### src/rtl/jk_arb_pkg.sv
// Shared op/state encodings for the JK register arbiter and its J/K decode helper.
// Latency: n/a (types and a pure function).
// Backpressure: n/a.
package jk_arb_pkg;

    typedef enum logic [1:0] {
        OP_HOLD = 2'b00,
        OP_CLR  = 2'b01,
        OP_SET  = 2'b10,
        OP_TGL  = 2'b11
    } op_e;

    typedef enum logic [1:0] {
        S_IDLE  = 2'b00,
        S_APPLY = 2'b01,
        S_ACK   = 2'b10
    } state_e;

    // Returns {j, k} for a masked-in bit under the given command.
    function automatic logic [1:0] jk_of(input op_e op);
        case (op)
            OP_CLR:  return 2'b01;
            OP_SET:  return 2'b10;
            OP_TGL:  return 2'b11;
            default: return 2'b00;
        endcase
    endfunction

endpackage

### src/rtl/jk_reg_arbiter_if.sv
// Requester-side bundle of the JK register arbiter: requests, commands, grants, acks, register view.
// Latency: n/a (wiring only).
// Backpressure: req is held by each requester until its ack pulse.
interface jk_reg_arbiter_if #(
    parameter int WIDTH = 8,
    parameter int NREQ  = 4
);
    logic [NREQ-1:0]       req;
    logic [2*NREQ-1:0]     op;
    logic [WIDTH*NREQ-1:0] mask;
    logic [NREQ-1:0]       gnt;
    logic [NREQ-1:0]       ack;
    logic                  busy;
    logic [WIDTH-1:0]      q;

    modport master (output req, op, mask, input gnt, ack, busy, q);
    modport slave  (input req, op, mask, output gnt, ack, busy, q);
endinterface

### src/rtl/jk_ff.sv
// Single JK flip-flop cell with asynchronous active-high reset.
// Latency: q updates at the clock edge following j/k.
// Backpressure: none.
module jk_ff (
    input  logic clk,
    input  logic rst,
    input  logic j,
    input  logic k,
    output logic q
);
    always_ff @(posedge clk or posedge rst) begin
        if (rst) begin
            q <= 1'b0;
        end else begin
            case ({j, k})
                2'b01:   q <= 1'b0;
                2'b10:   q <= 1'b1;
                2'b11:   q <= ~q;
                default: q <= q;
            endcase
        end
    end
endmodule

### src/rtl/jk_reg_arbiter.sv
// Round-robin arbiter applying one requester's masked hold/clear/set/toggle to a shared JK register.
// Latency: req sampled in IDLE, gnt next cycle, ack plus new q the cycle after; one command per 3 cycles.
// Backpressure: requesters hold req until ack; losers simply wait, nothing is dropped.
module jk_reg_arbiter
    import jk_arb_pkg::*;
#(
    parameter int WIDTH = 8,
    parameter int NREQ  = 4
) (
    input  logic             clk,
    input  logic             rst,
    jk_reg_arbiter_if.slave  bus
);
    localparam int IDXW = (NREQ > 1) ? $clog2(NREQ) : 1;

    state_e            state;
    logic [IDXW-1:0]   ptr;
    logic [IDXW-1:0]   win;
    op_e               lat_op;
    logic [WIDTH-1:0]  lat_mask;
    logic [NREQ-1:0]   gnt_r;
    logic [NREQ-1:0]   ack_r;
    logic              busy_r;

    logic              pick_vld;
    logic [IDXW-1:0]   pick_idx;
    int                cand;

    logic [WIDTH-1:0]  j_bits;
    logic [WIDTH-1:0]  k_bits;
    logic [WIDTH-1:0]  q_bits;
    logic [1:0]        jk_sel;
    logic              ff_rst;

    // First requesting index found walking upward from ptr, wrapping at NREQ.
    always_comb begin
        pick_vld = 1'b0;
        pick_idx = '0;
        cand     = 0;
        for (int n = 0; n < NREQ; n++) begin
            cand = int'(ptr) + n;
            if (cand >= NREQ) begin
                cand = cand - NREQ;
            end
            if (!pick_vld && bus.req[cand]) begin
                pick_vld = 1'b1;
                pick_idx = IDXW'(cand);
            end
        end
    end

    always_ff @(posedge clk or negedge rst) begin
        if (!rst) begin
            state    <= S_IDLE;
            ptr      <= '0;
            win      <= '0;
            lat_op   <= OP_HOLD;
            lat_mask <= '0;
            gnt_r    <= '0;
            ack_r    <= '0;
            busy_r   <= 1'b0;
        end else begin
            case (state)
                S_IDLE: begin
                    if (pick_vld) begin
                        win      <= pick_idx;
                        lat_op   <= op_e'(bus.op[2*int'(pick_idx) +: 2]);
                        lat_mask <= bus.mask[WIDTH*int'(pick_idx) +: WIDTH];
                        gnt_r    <= NREQ'(1) << pick_idx;
                        busy_r   <= 1'b1;
                        state    <= S_APPLY;
                    end
                end
                S_APPLY: begin
                    gnt_r <= '0;
                    ack_r <= gnt_r;
                    state <= S_ACK;
                end
                S_ACK: begin
                    ack_r  <= '0;
                    busy_r <= 1'b0;
                    ptr    <= (win == IDXW'(NREQ - 1)) ? '0 : win + IDXW'(1);
                    state  <= S_IDLE;
                end
                default: begin
                    gnt_r  <= '0;
                    ack_r  <= '0;
                    busy_r <= 1'b0;
                    state  <= S_IDLE;
                end
            endcase
        end
    end

    // J/K are only ever nonzero during APPLY, so the bank holds in every other state.
    always_comb begin
        jk_sel = jk_of(lat_op);
        j_bits = '0;
        k_bits = '0;
        if (state == S_APPLY) begin
            j_bits = lat_mask & {WIDTH{jk_sel[1]}};
            k_bits = lat_mask & {WIDTH{jk_sel[0]}};
        end
    end

    assign ff_rst = ~rst;

    for (genvar b = 0; b < WIDTH; b++) begin : g_bank
        jk_ff u_ff (
            .clk (clk),
            .rst (ff_rst),
            .j   (j_bits[b]),
            .k   (k_bits[b]),
            .q   (q_bits[b])
        );
    end

    assign bus.gnt  = gnt_r;
    assign bus.ack  = ack_r;
    assign bus.busy = busy_r;
    assign bus.q    = q_bits;

endmodule

### src/flat_wrapper.sv
// flat-port wrapper written by rule: the top's interface ports become plain ports
module jk_reg_arbiter_flat import jk_arb_pkg::*;
#(
    parameter int WIDTH = 8,
    parameter int NREQ  = 4
)
  (clk, rst, bus_req, bus_op, bus_mask, bus_gnt, bus_ack, bus_busy, bus_q);
  jk_reg_arbiter_if #(.WIDTH(WIDTH), .NREQ(NREQ)) bus_i ();
  input  logic clk;
  input  logic rst;
  input wire logic [$bits(bus_i.req)-1:0] bus_req;
  input wire logic [$bits(bus_i.op)-1:0] bus_op;
  input wire logic [$bits(bus_i.mask)-1:0] bus_mask;
  output wire logic [$bits(bus_i.gnt)-1:0] bus_gnt;
  output wire logic [$bits(bus_i.ack)-1:0] bus_ack;
  output wire logic [$bits(bus_i.busy)-1:0] bus_busy;
  output wire logic [$bits(bus_i.q)-1:0] bus_q;
  assign bus_i.req = bus_req;
  assign bus_i.op = bus_op;
  assign bus_i.mask = bus_mask;
  assign bus_gnt = bus_i.gnt;
  assign bus_ack = bus_i.ack;
  assign bus_busy = bus_i.busy;
  assign bus_q = bus_i.q;
  jk_reg_arbiter #(.WIDTH(WIDTH), .NREQ(NREQ)) u_core (.clk(clk), .rst(rst), .bus(bus_i));
endmodule
### config.mk
export PLATFORM = sky130hd
export DESIGN_NAME = jk_reg_arbiter_flat
export DESIGN_NICKNAME = d
export VERILOG_FILES = /design/src/rtl/jk_arb_pkg.sv /design/src/rtl/jk_reg_arbiter_if.sv /design/src/rtl/jk_ff.sv /design/src/rtl/jk_reg_arbiter.sv /design/src/flat_wrapper.sv
export SDC_FILE = /design/constraint.sdc
export NUM_CORES = 1
export LEC_CHECK = 0
export ABC_AREA = 0
export BUFFER_PORTS_ARGS = -buffer_cell sky130_fd_sc_hd__buf_2
export CORE_UTILIZATION = 45
export CTS_CLUSTER_DIAMETER = 30
export DETAILED_ROUTE_END_ITERATION = 7
export PLACE_DENSITY = 0.73
export SYNTH_ARGS = -nofsm -noshare
export SYNTH_HDL_FRONTEND = slang
export SYNTH_SLANG_ARGS = --single-unit
### constraint.sdc
create_clock -name clk -period 2.6 [get_ports clk]
set_input_delay 0.39 -clock clk [delete_from_list [all_inputs] [get_ports clk]]
set_output_delay 0.39 -clock clk [all_outputs]
set_load 0.03 [all_outputs]
# Word-level counts from Yosys, hierarchy flattened
# Index checks and enable logic that the tools add are counted.
word_totals:
  regBits: 33
  in_bits: 46
  out_inout_bits: 17
op_classes:
  add_sub_neg: 8
  order_cmp: 8
  eq_ne: 31
  shifts: 3
  muxes: 43
  bitwise: 12
  n_reduce_logical: 18
ops:
  columns: ["cell", "count"]
  rows:
  - ["32-bit by 4-bit < comparator with 1-bit output (second input constant)", 4]
  - ["32-bit 2-to-1 mux", 4]
  - ["32-bit by 4-bit greater-or-equal comparator with 1-bit output (second input constant)", 3]
  - ["32-bit by 4-bit subtractor with 32-bit output (second input constant)", 3]
  - ["2-bit equality test (second input constant)", 20]
  - ["32-bit by 6-bit indexed part select with 8-bit output", 1]
  - ["1-bit case mux with 3 select lines", 8]
  - ["3-bit nonzero test", 8]
  - ["2-bit by 1-bit equality test with 1-bit output (second input constant)", 10]
  - ["8-bit bitwise AND", 2]
  - ["8-bit 2-to-1 mux", 2]
  - ["4-bit case mux with 2 select lines", 2]
  - ["1-bit 2-to-1 mux", 13]
  - ["2-bit 2-to-1 mux", 6]
  - ["1-bit NOT", 10]
  - ["1-bit binary-select mux with 2-bit select", 4]
  - ["8-bit by 4-bit indexed part select with 2-bit output", 1]
  - ["2-bit by 2-bit adder with 3-bit output (second input constant)", 2]
  - ["2-bit case mux with 3 select lines", 1]
  - ["2-bit AND reduction", 3]
  - ["4-bit 2-to-1 mux", 1]
  - ["2-bit case mux with 2 select lines", 1]
  - ["1-bit by 2-bit << shifter with 4-bit output (first input constant)", 1]
  - ["2-bit by 3-bit subtractor with 4-bit output (second input constant)", 1]
  - ["8 further kinds", 12]

# Longest topological paths before layout
logic_depth:
  ltp_word: 18
  ltp_mapped: 7
  mapped_depth_nobuf: 5

# Hierarchy
# Synthesis repeated with hierarchy kept, for this count alone.
unflattened:
  hier_cells: 164
  hier_area_um2: 1702.9
by_module_without_submodules:
  columns: ["module", "instances", "cells_each", "area_each_um2", "seq_area_each_um2"]
  rows:
  - ["jk_reg_arbiter", 1, 132, 1402.6, 625.6]
  - ["jk_ff", 8, 4, 37.5, 25.0]

# Least setup slack after synthesis
# No wires, ideal clock.
synth_timing:
  path_type: "input port to flip-flop"
  start: "input bus_req[0]"
  end: "register u_core.lat_mask[0]"
  setup_time_ns: 0.132
  t_arrival_ns: 1.371
  required_ns: 2.468
  path_slack_ns: 1.098
  stages: 6
  cell_sequence: "nor2b_1 > nor2_1 > o221ai_2 > buf_6 > mux2i_1 > o221ai_2"
synth_between:
  elab_chain_cells: 14
synth_rtl:
  columns: ["item", "line", "source"]
  rows:
  - ["start: declaration", "flat_wrapper.sv:11", "input wire logic [$bits(bus_i.req)-1:0] bus_req;"]
  - ["1-bit binary-select mux with 2-bit select", "jk_reg_arbiter.sv:45", "if (!pick_vld && bus.req[cand]) begin"]
  - ["1-bit 2-to-1 mux (not written as such) (2 in series)", "jk_reg_arbiter.sv:45", null]
  - ["1-bit 2-to-1 mux", "jk_reg_arbiter.sv:45", null]
  - ["1-bit logical NOT", "jk_reg_arbiter.sv:45", null]
  - ["1-bit logical AND", "jk_reg_arbiter.sv:45", null]
  - ["1-bit 2-to-1 mux", "jk_reg_arbiter.sv:45", null]
  - ["1-bit logical NOT", "jk_reg_arbiter.sv:45", null]
  - ["1-bit logical AND", "jk_reg_arbiter.sv:45", null]
  - ["1-bit 2-to-1 mux", "jk_reg_arbiter.sv:45", null]
  - ["1-bit logical NOT", "jk_reg_arbiter.sv:45", null]
  - ["1-bit logical AND", "jk_reg_arbiter.sv:45", null]
  - ["2-bit 2-to-1 mux / 1-bit 2-to-1 mux (equally long branches)", "jk_reg_arbiter.sv:45", null]
  - ["32-bit by 6-bit indexed part select with 8-bit output / 2-bit AND reduction (equally long branches)", null, null]
  - ["end signal: assignment", "jk_reg_arbiter.sv:68", "lat_mask <= bus.mask[WIDTH*int'(pick_idx) +: WIDTH];"]
  - ["end: declaration", "jk_reg_arbiter.sv:20", "logic [WIDTH-1:0] lat_mask;"]
# Parallel ways exist; a longest one is shown, timed or not. The select of a mux whose other input is x is not followed.
# A chain may end at the register's enable or synchronous reset.

# Worst setup path in the final report
layout_timing:
  start: "register u_core.state[0]"
  end: "register u_core.lat_op[1]"
layout_between:
  elab_chain_cells: 2
layout_rtl:
  columns: ["item", "line", "source"]
  rows:
  - ["start: declaration", "jk_reg_arbiter.sv:16", "state_e state;"]
  - ["start signal: assignment", "jk_reg_arbiter.sv:54", "state <= S_IDLE;"]
  - ["start signal: assignment", "jk_reg_arbiter.sv:71", "state <= S_APPLY;"]
  - ["start signal: assignment", "jk_reg_arbiter.sv:77", "state <= S_ACK;"]
  - ["2-bit logical NOT", "jk_reg_arbiter.sv:63", "case (state)"]
  - ["2-bit AND reduction (no line)", null, null]
  - ["end signal: assignment", "jk_reg_arbiter.sv:67", "lat_op <= op_e'(bus.op[2*int'(pick_idx) +: 2]);"]
  - ["end: declaration", "jk_reg_arbiter.sv:19", "op_e lat_op;"]
# Every way passes these cells.

==> results_dict.tcl <==
set metrics [dict create \
    status "finished, final reports clean" \
    power_frac_comb_pct 48.9 \
    synth_top_area_share_pct 46.6 \
    async_flop_share_pct 100 \
    power_leakage_nw 1.06 \
    cts_tree "done" \
    hp-class "input pin to async pin" \
    nNetsFinal 256 \
    synth_warnings 0 \
    p_per_area_nw_per_um2 1270 \
    vias 1351 \
    yosysMostFrequentCell "dfrtp_1" \
    synth_common_cells "33 x dfrtp_1, 24 x mux2i_1, 16 x nand2_1" \
    r2r_slack_ns 0.77 \
    endpoint_kind "register" \
    yosysSeqAreaShare_pct 46.6 \
    cts_sinks 33 \
    fillers 350 \
    skew_ns 0.00553 \
    dieArea_um2 4190 \
    min_period_ns 1.83 \
    yosys_most_used_dff "dfrtp_1" \
    drc 0 \
    grt_max_degree 34 \
    gr-total-overflow 0 \
    final_util_pct 56.3 \
    p_switching_w 0.00120 \
    viasPerCell 5.24 \
    path_cells "or3_1 -> clkinv_4 -> nand2_1 -> o221ai_1" \
    pin_count 63 \
    die_y_um 64.7 \
    tightestPinTransition_ns 0.722 \
    initial_core_util_pct 47.7 \
    synth_cell_types 31 \
    insertion_delay_ns 0.28 \
    drtPass1Iterations 4 \
    fmax_ghz 0.545 \
    cts-root-buf "clkbuf_8" \
    synthCells 156 \
    clkTransAtPathRegs_ns 0.07 \
    finalWeightedCongestion 0.764 \
    n_antenna_cell 0 \
    ys_ff_latch 33 \
    grt_pass1_wl_um 5910 \
    routedWlPerCell_um 13.9 \
    irDropWorstVdd_uv 417 \
    post-cts-setup-buffer-count 0 \
    clockBufferDepth 2 \
    ant_nets 0 \
    synthTopCellsByArea "dfrtp_1 47%, mux2i_1 14%, o221ai_2 8.5%" \
    htreeDepth 2 \
    final-setup-viol-count 0 \
    cts-resized-gates 0 \
    drt_iter0_markers 96 \
    crit_fanout 11 \
    rsz0062_at_grt "false" \
    avgSynthCellArea_um2 11.4 \
    die_w_um 64.7 \
    switching_share_pct 45.1 \
    synth_top_cell_by_area "dfrtp_1" \
    finalMaxSlewViolations 0 \
    antenna_found_initial 0 \
    grt_use_total_pct 19.0 \
    core-area_um2 3720 \
    ctsHoldBuffers 0 \
    rows 22 \
    finalHoldViolCount 0 \
    worstSetupPathType "register to register" \
    dp_hpwl_um 2550 \
    power_frac_seq_pct 37.3 \
    layout-drive-gt1-share_pct 41.4 \
    start_kind "register" \
    clkPwrFrac_pct 13.8 \
    fin_crit_sh_pct 70.5 \
    holdWs_ns 0.155 \
    slowest_stage "dfrtp_1" \
    portBuffers 62 \
    drv_cap 0 \
    grt_pass1_vias 1230 \
    cts_inserted_buffers 5 \
    fin_setup_tns_ns 0 \
    crit_arrival_ns 2.02 \
    netlist_area_um2 1770 \
    power.internal_w 0.00146 \
    area_growth_pct 18.1 \
    finalWirelength_um 3590 \
    synth-edff-count 0 \
    maxSlewHeadroom_pct 51.9 \
    cpPeakStageDelay_ns 0.52 \
    syn_nets 203 \
    cp.required_ns 2.79 \
]
worst paths after layout:
kind                       cells past startpoint                 endpoint          startpoint
setup / recovery                               4         u_core.lat_op[1]     u_core.state[0]
hold / removal                                 1        u_core.bus.ack[2]                 rst
setup reg to reg                               4         u_core.lat_op[1]     u_core.state[0]
hold reg to reg                                1  u_core.g_bank[5].u_ff.q  u_core.lat_mask[5]
max in group asynchronous                      1       u_core.lat_mask[3]                 rst
min in group clk                               3       u_core.lat_mask[3]        bus_mask[11]
area by class of cell:
cell class / instances / area (um2) / share of cell area (%)
clock buffers: 6 / 72.6 / 3.47
clock inverters: 2 / 10.0 / 0.478
inverters: 2 / 12.5 / 0.598
multi-input cells: 103 / 787 / 37.6
flip-flops and latches: 33 / 826 / 39.5
well taps: 48 / 60.1 / 2.87
repair buffers: 64 / 325 / 15.5
placed cells by master, fill, tap and decap left out:
cell	Yosys	layout
a21boi_0	1	1
a21o_1	1	1
a21oi_1	9	9
a22o_1	2	2
a31oi_1	8	8
and2_1	2	2
buf_2	3	62
buf_4	8	2
clkbuf_1	1	1
clkbuf_8	0	5
clkinv_2	0	2
clkinv_4	1	1
dfrtp_1	33	33
ha_1	1	1
inv_1	1	1
mux2_2	1	1
mux2i_1	24	24
nand2_1	16	16
nand2b_1	1	1
nand2b_4	1	1
nor2_1	10	10
nor2b_1	5	5
nor3_2	1	1
nor4_1	1	1
o21ai_0	2	2
o21ai_1	2	2
o21ai_2	1	1
o221ai_1	1	1
o221ai_2	10	10
o31ai_1	1	1
o32ai_2	1	1
or3_1	1	1
sequential cells by signal (all words and copies together) (netlist names):
| register | flops |
|---|---|
| u_core.g_bank.u_ff.q | 8 |
| u_core.lat_mask | 8 |
| u_core.bus.ack | 4 |
| u_core.bus.gnt | 4 |
| u_core.lat_op | 2 |
| u_core.ptr | 2 |
| u_core.state | 2 |
| u_core.win | 2 |
| u_core.bus.busy | 1 |
cell families (layout without fill, tap and decap cells):
group	after synthesis	in the layout	synth area share [%]
adders and majority gates	1	1	0.706
AOI/OAI and AO/OA	39	39	19.1
buffers and inverters	20	74	8.97
DFF	33	33	46.6
muxes	25	25	14.2
and+or+nand+nor	38	38	10.4
metal layers:
layer  share of wire [%]  GRT usage (%)  up-vias
met5                   0              0        -
met4                 2.1           10.0        0
met3                 4.7           3.70        8
met2                  48           28.9       43
met1                  45           25.3      633
li1                    -              -      667
critical path, delay by kind of cell (launching register included):
kind,cells,cell delay (ns)
AO/OA/AOI/OAI,1,0.29
buffers and inverters,1,0.08
flip-flops,1,0.52
AND/OR/NAND/NOR,2,0.84
metrics by stage:
step | std cells | area, um2 | setup slack, ns | power [W]
2_1_floorplan | 156 | 1770 | 1.10 | 0.00213
3_3_place_gp | 250 | 2010 | 0.659 | 0.00227
3_5_place_dp | 250 | 2010 | 0.609 | 0.00230
4_1_cts | 258 | 2090 | 0.755 | 0.00268
5_1_grt | 258 | 2090 | 0.652 | 0.00285
6_report | 258 | 2090 | 0.766 | 0.00265
power groups by stage:
stage / clock network [W] / logic (W) / registers, W
2_1_floorplan: 0 / 0.00109 / 0.00103
3_3_place_gp: 0 / 0.00128 / 0.000984
3_5_place_dp: 0 / 0.00131 / 0.000994
4_1_cts: 0.000375 / 0.00132 / 0.000988
5_1_grt: 0.000400 / 0.00142 / 0.00103
6_report: 0.000367 / 0.00130 / 0.000989
Power figures use the tool's default switching activity.
